<file path="src/rtl/chan_fifo_bridge_if.sv">
// Host channel and application byte-stream signals of chan_fifo_bridge.
// slave = bridge side, master = host/application side.
interface chan_fifo_bridge_if;
    logic [6:0] chanAddr_in;
    logic [7:0] h2fData_in;
    logic       h2fValid_in;
    logic       h2fReady_out;
    logic [7:0] f2hData_out;
    logic       f2hValid_out;
    logic       f2hReady_in;
    logic [7:0] appRxData_out;
    logic       appRxValid_out;
    logic       appRxReady_in;
    logic [7:0] appTxData_in;
    logic       appTxValid_in;
    logic       appTxReady_out;

    modport slave (
        input  chanAddr_in, h2fData_in, h2fValid_in, f2hReady_in,
               appRxReady_in, appTxData_in, appTxValid_in,
        output h2fReady_out, f2hData_out, f2hValid_out,
               appRxData_out, appRxValid_out, appTxReady_out
    );

    modport master (
        output chanAddr_in, h2fData_in, h2fValid_in, f2hReady_in,
               appRxReady_in, appTxData_in, appTxValid_in,
        input  h2fReady_out, f2hData_out, f2hValid_out,
               appRxData_out, appRxValid_out, appTxReady_out
    );
endinterface

</file>
<file path="src/rtl/chan_fifo_bridge.sv">
// Channel-addressed host bridge: channel 0 feeds the RX FIFO, channel 1 drains the TX FIFO.
// Define CHAN_FIFO_STATUS_EN to make channel 2 a status read (txEmpty, RX occupancy).
module chan_fifo_bridge #(
    parameter int DEPTH_LOG2 = 4
) (
    input logic               clk_in,
    input logic               reset_in,
    chan_fifo_bridge_if.slave bus
);
    localparam int DEPTH = 1 << DEPTH_LOG2;
    localparam logic [DEPTH_LOG2:0] PTR_ONE = 1;

    logic [7:0] rx_mem [DEPTH];
    logic [7:0] tx_mem [DEPTH];
    logic [DEPTH_LOG2:0] rx_wr, rx_rd, tx_wr, tx_rd;
    logic rx_full, rx_empty, tx_full, tx_empty;
    logic rx_push, rx_pop, tx_push, tx_pop;
    logic ch_rx, ch_tx;
    logic [7:0] f2h_data;
    logic       f2h_valid;

    assign ch_rx = (bus.chanAddr_in == 7'd0);
    assign ch_tx = (bus.chanAddr_in == 7'd1);

    // Full when indices match but wrap bits differ; empty when pointers are equal.
    assign rx_empty = (rx_wr == rx_rd);
    assign tx_empty = (tx_wr == tx_rd);
    assign rx_full  = (rx_wr[DEPTH_LOG2] != rx_rd[DEPTH_LOG2]) &&
                      (rx_wr[DEPTH_LOG2-1:0] == rx_rd[DEPTH_LOG2-1:0]);
    assign tx_full  = (tx_wr[DEPTH_LOG2] != tx_rd[DEPTH_LOG2]) &&
                      (tx_wr[DEPTH_LOG2-1:0] == tx_rd[DEPTH_LOG2-1:0]);

    assign rx_push = ch_rx && bus.h2fValid_in && !rx_full;
    assign rx_pop  = !rx_empty && bus.appRxReady_in;
    assign tx_push = bus.appTxValid_in && !tx_full;
    assign tx_pop  = ch_tx && !tx_empty && bus.f2hReady_in;

    // Host writes to any channel other than 0 are swallowed, so never stall them.
    assign bus.h2fReady_out   = ch_rx ? !rx_full : 1'b1;
    assign bus.appRxValid_out = !rx_empty;
    assign bus.appRxData_out  = rx_empty ? 8'h00 : rx_mem[rx_rd[DEPTH_LOG2-1:0]];
    assign bus.appTxReady_out = !tx_full;

    always_comb begin
        f2h_valid = 1'b1;
        f2h_data  = 8'h00;
        if (ch_tx) begin
            f2h_valid = !tx_empty;
            f2h_data  = tx_empty ? 8'h00 : tx_mem[tx_rd[DEPTH_LOG2-1:0]];
        end
`ifdef CHAN_FIFO_STATUS_EN
        else if (bus.chanAddr_in == 7'd2) begin
            f2h_data[7]            = tx_empty;
            f2h_data[DEPTH_LOG2:0] = rx_wr - rx_rd;
        end
`endif
    end

    assign bus.f2hValid_out = f2h_valid;
    assign bus.f2hData_out  = f2h_data;

    // Storage is deliberately left unreset; emptiness is carried by the pointers alone.
    always_ff @(posedge clk_in) begin
        if (rx_push) rx_mem[rx_wr[DEPTH_LOG2-1:0]] <= bus.h2fData_in;
        if (tx_push) tx_mem[tx_wr[DEPTH_LOG2-1:0]] <= bus.appTxData_in;
    end

    always_ff @(posedge clk_in or posedge reset_in) begin
        if (reset_in) begin
            rx_wr <= '0;
            rx_rd <= '0;
            tx_wr <= '0;
            tx_rd <= '0;
        end else begin
            if (rx_push) rx_wr <= rx_wr + PTR_ONE;
            if (rx_pop)  rx_rd <= rx_rd + PTR_ONE;
            if (tx_push) tx_wr <= tx_wr + PTR_ONE;
            if (tx_pop)  tx_rd <= tx_rd + PTR_ONE;
        end
    end
endmodule

</file>
<file path="src/flat_wrapper.sv">
// flat-port wrapper written by rule: the top's interface ports become plain ports
module chan_fifo_bridge_flat 
#(
    parameter int DEPTH_LOG2 = 4
)
  (clk_in, reset_in, bus_chanAddr_in, bus_h2fData_in, bus_h2fValid_in, bus_f2hReady_in, bus_appRxReady_in, bus_appTxData_in, bus_appTxValid_in, bus_h2fReady_out, bus_f2hData_out, bus_f2hValid_out, bus_appRxData_out, bus_appRxValid_out, bus_appTxReady_out);
  chan_fifo_bridge_if bus_i ();
  input logic clk_in;
  input logic reset_in;
  input wire logic [$bits(bus_i.chanAddr_in)-1:0] bus_chanAddr_in;
  input wire logic [$bits(bus_i.h2fData_in)-1:0] bus_h2fData_in;
  input wire logic [$bits(bus_i.h2fValid_in)-1:0] bus_h2fValid_in;
  input wire logic [$bits(bus_i.f2hReady_in)-1:0] bus_f2hReady_in;
  input wire logic [$bits(bus_i.appRxReady_in)-1:0] bus_appRxReady_in;
  input wire logic [$bits(bus_i.appTxData_in)-1:0] bus_appTxData_in;
  input wire logic [$bits(bus_i.appTxValid_in)-1:0] bus_appTxValid_in;
  output wire logic [$bits(bus_i.h2fReady_out)-1:0] bus_h2fReady_out;
  output wire logic [$bits(bus_i.f2hData_out)-1:0] bus_f2hData_out;
  output wire logic [$bits(bus_i.f2hValid_out)-1:0] bus_f2hValid_out;
  output wire logic [$bits(bus_i.appRxData_out)-1:0] bus_appRxData_out;
  output wire logic [$bits(bus_i.appRxValid_out)-1:0] bus_appRxValid_out;
  output wire logic [$bits(bus_i.appTxReady_out)-1:0] bus_appTxReady_out;
  assign bus_i.chanAddr_in = bus_chanAddr_in;
  assign bus_i.h2fData_in = bus_h2fData_in;
  assign bus_i.h2fValid_in = bus_h2fValid_in;
  assign bus_i.f2hReady_in = bus_f2hReady_in;
  assign bus_i.appRxReady_in = bus_appRxReady_in;
  assign bus_i.appTxData_in = bus_appTxData_in;
  assign bus_i.appTxValid_in = bus_appTxValid_in;
  assign bus_h2fReady_out = bus_i.h2fReady_out;
  assign bus_f2hData_out = bus_i.f2hData_out;
  assign bus_f2hValid_out = bus_i.f2hValid_out;
  assign bus_appRxData_out = bus_i.appRxData_out;
  assign bus_appRxValid_out = bus_i.appRxValid_out;
  assign bus_appTxReady_out = bus_i.appTxReady_out;
  chan_fifo_bridge #(.DEPTH_LOG2(DEPTH_LOG2)) u_core (.clk_in(clk_in), .reset_in(reset_in), .bus(bus_i));
endmodule
</file>
<file path="config.mk">
export PLATFORM = sky130hd
export DESIGN_NAME = chan_fifo_bridge_flat
export DESIGN_NICKNAME = d
export VERILOG_FILES = /design/src/rtl/chan_fifo_bridge_if.sv /design/src/rtl/chan_fifo_bridge.sv /design/src/flat_wrapper.sv
export SDC_FILE = /design/constraint.sdc
export NUM_CORES = 1
export LEC_CHECK = 0
export ABC_AREA = 0
export BUFFER_PORTS_ARGS = -buffer_cell sky130_fd_sc_hd__buf_2
export CORE_MARGIN = 1.5
export CORE_UTILIZATION = 50
export CTS_CLUSTER_SIZE = 40
export DETAILED_ROUTE_END_ITERATION = 12
export PLACE_DENSITY = 0.65
export SYNTH_ARGS = -nofsm -noshare
export SYNTH_HDL_FRONTEND = slang
export SYNTH_SLANG_ARGS = --single-unit
</file>
<file path="constraint.sdc">
create_clock -name clk_in -period 7.5 [get_ports clk_in]
set_clock_uncertainty 0.1 [all_clocks]
set_input_delay 0 -clock clk_in [delete_from_list [all_inputs] [get_ports clk_in]]
set_output_delay 0 -clock clk_in [all_outputs]
set_load 0.02 [all_outputs]
</file>
==> key figures <==
Routing
  – Vias: 5860
  – Drt drc: 0
  – Post-route ant nets: 0
  – Drt total wl: between 20000 and 25000 um
  – WL per Instance: roughly 24 um
  – Vias per cell: approximately 6.0
  – DRT Pass-1 Iters: 7
  – Initial DRC count: 655

Cells and area
  – Most common cell after layout, fill and taps aside: edfxtp_1
  – Final net count: between 700 and 800
  – Layout cells sized above 1: around 23%
  – Layout area overhead: 15.2%
  – Finished layout cell area: ~0.013 mm^2
  – Filler Cells Inserted: around 1500
  – Antenna cells: 0
  – Most frequent cells in the layout: edfxtp_1 (256), mux4_2 (48), buf_2 (48), mux2i_1 (32), clkbuf_16 (29)

Clock tree
  – CTS clock-pin slew for the worst setup and hold paths: approximately 0.06 ns
  – H-tree Lvls: 1
  – Later-pin clock latency in the skew report: approximately 0.56 ns
  – Post-cts sizing count: 0
  – CTS Buf Count: 29
  – Max clock buf depth: 3
  – Clock root cell: clkbuf_16
  – Clk sinks: approximately 280
  – CTS tree: done

Synth
  – FFs w/ async S/R, synth: between 7 and 8%
  – Syn_nets: approximately 630
  – Post-synth EDFFs: about 260
  – Dominant synthesized flop cell: edfxtp_1
  – Sequential cell area fraction in the yosys report: 72.6%
  – Synth Register Bits: 276
  – Ys Warns: 0
  – Synth Instances: 592
  – Cell area after synthesis: between 0.01 and 0.015 mm^2
  – Synthesized area per cell: approximately 19 um^2
  – Unique masters post-synth: 45

Placement
  – Port bufs: 48
  – Worst slack, placed: around 4.4 ns
  – Post-DP Area: 0.0117 mm^2
  – DPL Wire Length: about 15000 um
  – GPL Wtd Cong: 0.852

Floorplan
  – Die X: between 150 and 200 um
  – Initial Util: about 51%
  – Io pins: 49
  – Die Height: roughly 150 um
  – Core Rows: 54
  – Core ar.: between 0.02 and 0.025 mm^2
  – Total die area: 0.0235 mm^2

Critical path
  – Crit path launch type: flip-flop
  – Critical path's slowest cell: nor3_1
  – Cell Chain, Critical Path: xnor2_1, nand4_1, o21ai_0, nor3_1
  – CP Max Fanout: 23
  – Slowest stage delay, CP: 0.86 ns
  – Crit Path Category: flip-flop to flip-flop
  – Crit path required time: ~7.6 ns
  – Crit path capture type: flip-flop
  – Data arrival, critical path: 3.19 ns

Timing
  – Final hold vios: 0
  – Final Critical Period: between 3 and 4 ns
  – Slew at the pin closest to its max-slew limit: 0.969 ns
  – Fin crit share: between 40% and 50%
  – RSZ-0062 raised after global routing: false
  – Setup TNS: 0 ns
  – Slew margin rel.: 34.9%
  – PnR worst setup slack: ~4.4 ns
  – F_max: about 320 MHz
  – Final Setup Violations: 0
  – Slew Limit Fails: 0

Global route
  – Pin count of the biggest net entering global routing: 52
  – Vias in the first global route: a little under 6000
  – GRT Util Overall: approximately a fifth
  – Initial antenna violation count: 0
  – Grt total ovfl: 0
  – First-pass GRT wire length: approximately 35000 um

Power
  – Pwr Total: between 0.004 and 0.005 W
  – Leak: around 4.3 nW
  – Power per cell area: approximately 330 mW/mm^2
  – Worst VDD drop: 0.000431 V

Worst hold path
  – Hold Path Class: primary input to flip-flop

Run status
  – Status: finished clean

Flow run
  – Max cap viols: 0
## path summary, 6_finish.rpt
path,startpoint,end,slack (ns),cells past startpoint
setup / recovery,u_core.tx_rd[1]$_DFFE_PP0P_,u_core.tx_mem[7][4]$_DFFE_PP_,4.39,4
hold / removal,bus_chanAddr_in[1],u_core.tx_rd[4]$_DFFE_PP0P_,0.02,5
setup reg to reg,u_core.tx_rd[1]$_DFFE_PP0P_,u_core.tx_mem[7][4]$_DFFE_PP_,4.39,4
hold reg to reg,u_core.tx_rd[4]$_DFFE_PP0P_,u_core.tx_rd[4]$_DFFE_PP0P_,0.43,1
max in group asynchronous,reset_in,u_core.tx_rd[0]$_DFFE_PP0P_,6.64,3
min in group asynchronous,reset_in,u_core.tx_wr[2]$_DFFE_PP0P_,0.06,3
## routing by layer
metal | GRT usage, % | share of wire (%) | vias to the layer above
met5 | 0 | 0 | -
met4 | 5.37 | 2.0 | 0
met3 | 4.03 | 7.9 | 34
met2 | 29.7 | 45 | 251
met1 | 30.9 | 45 | 2995
li1 | - | - | 2580
## stage by stage
| step | instances | hold slack (ns) | utilization (%) |
|---|---|---|---|
| 4_1_cts | 972 | 0.00896 | 59.1 |
| 3_3_place_gp | 890 | 0.103 | 53.4 |
| 6_report | 972 | 0.0249 | 59.1 |
| 3_5_place_dp | 890 | 0.117 | 53.4 |
| 5_1_grt | 972 | 0.0597 | 59.1 |
| 2_1_floorplan | 592 | -0.136 | - |
## cell families (layout without fill, tap and decap cells)
logic type	Yosys count	count (layout)	synth area share, %
AO/OA/AOI/OAI	82	82	5.22
XOR/XNOR	28	28	2.24
adder cells (fa/ha/maj)	10	10	1.11
buffers and inverters	45	145	2.06
flip-flops	276	276	72.6
multiplexers	84	84	12.8
AND/OR/NAND/NOR	67	67	3.91
## power by group
part	internal [W]	switching, W	leakage (nW)
clock	0.000873	0.000586	0.479
combinational	0.000383	0.000531	1.31
sequential	0.00179	0.0000785	2.56
## worst max-delay path: cells and delay by family (launching register included)
family                    cells  cell delay [ns]
xor gates and xnor gates      1             0.17
and+or+nand+nor               2             1.28
DFF                           1             0.84
AOI/OAI and AO/OA             1             0.33
## synthesized netlist by cell type (2+ instances only)
cell type,instances,area (um^2)
dfrtp_1,20,500
buf_6,4,45.0
buf_1,2,7.51
mux2_1,3,33.8
o211ai_1,11,82.6
ha_1,10,125
o21ai_0,5,25.0
o21ai_1,6,30.0
xor2_1,7,61.3
buf_4,5,37.5
a211oi_1,2,15.0
a22oi_1,24,180
mux2i_1,32,320
nand4b_1,2,17.5
nor2_1,5,18.8
nor4b_1,4,35.0
inv_1,8,30.0
mux4_2,48,1080
nand4_1,3,18.8
a221oi_1,8,70.1
and3_1,24,150
edfxtp_1,256,7690
xnor2_1,20,175
buf_2,12,60.1
nor2b_1,6,37.5
o2111ai_1,3,26.3
and2_1,4,25.0
nand3_1,2,10.0
clkbuf_1,14,52.6
and4b_1,5,50.1
a21oi_1,19,95.1
nand2_1,5,18.8
## state kept, by name, indices dropped and copies added (netlist names)
| signal | count |
|---|---|
| u_core.rx_mem | 128 |
| u_core.tx_mem | 128 |
| u_core.rx_rd | 5 |
| u_core.rx_wr | 5 |
| u_core.tx_rd | 5 |
| u_core.tx_wr | 5 |
## cell type report
| type | instances | area (um^2) | share of cell area (%) |
|---|---|---|---|
| multi-input cells | 271 | 2850 | 22.0 |
| clock inverters | 19 | 223 | 1.71 |
| clock buffers | 35 | 768 | 5.92 |
| well taps | 280 | 350 | 2.70 |
| flip-flops and latches | 276 | 8190 | 63.1 |
| inverters | 8 | 30.0 | 0.231 |
| repair buffers | 83 | 573 | 4.41 |
## repair_timing
item / in CTS / in global routing
endpoints found under the setup margin: 0 / 0
hold buffers: 28 / 0
buffers inserted: 0 / 0
endpoints found under the hold margin: 295 / 0
(Power assumes the default switching activity.)
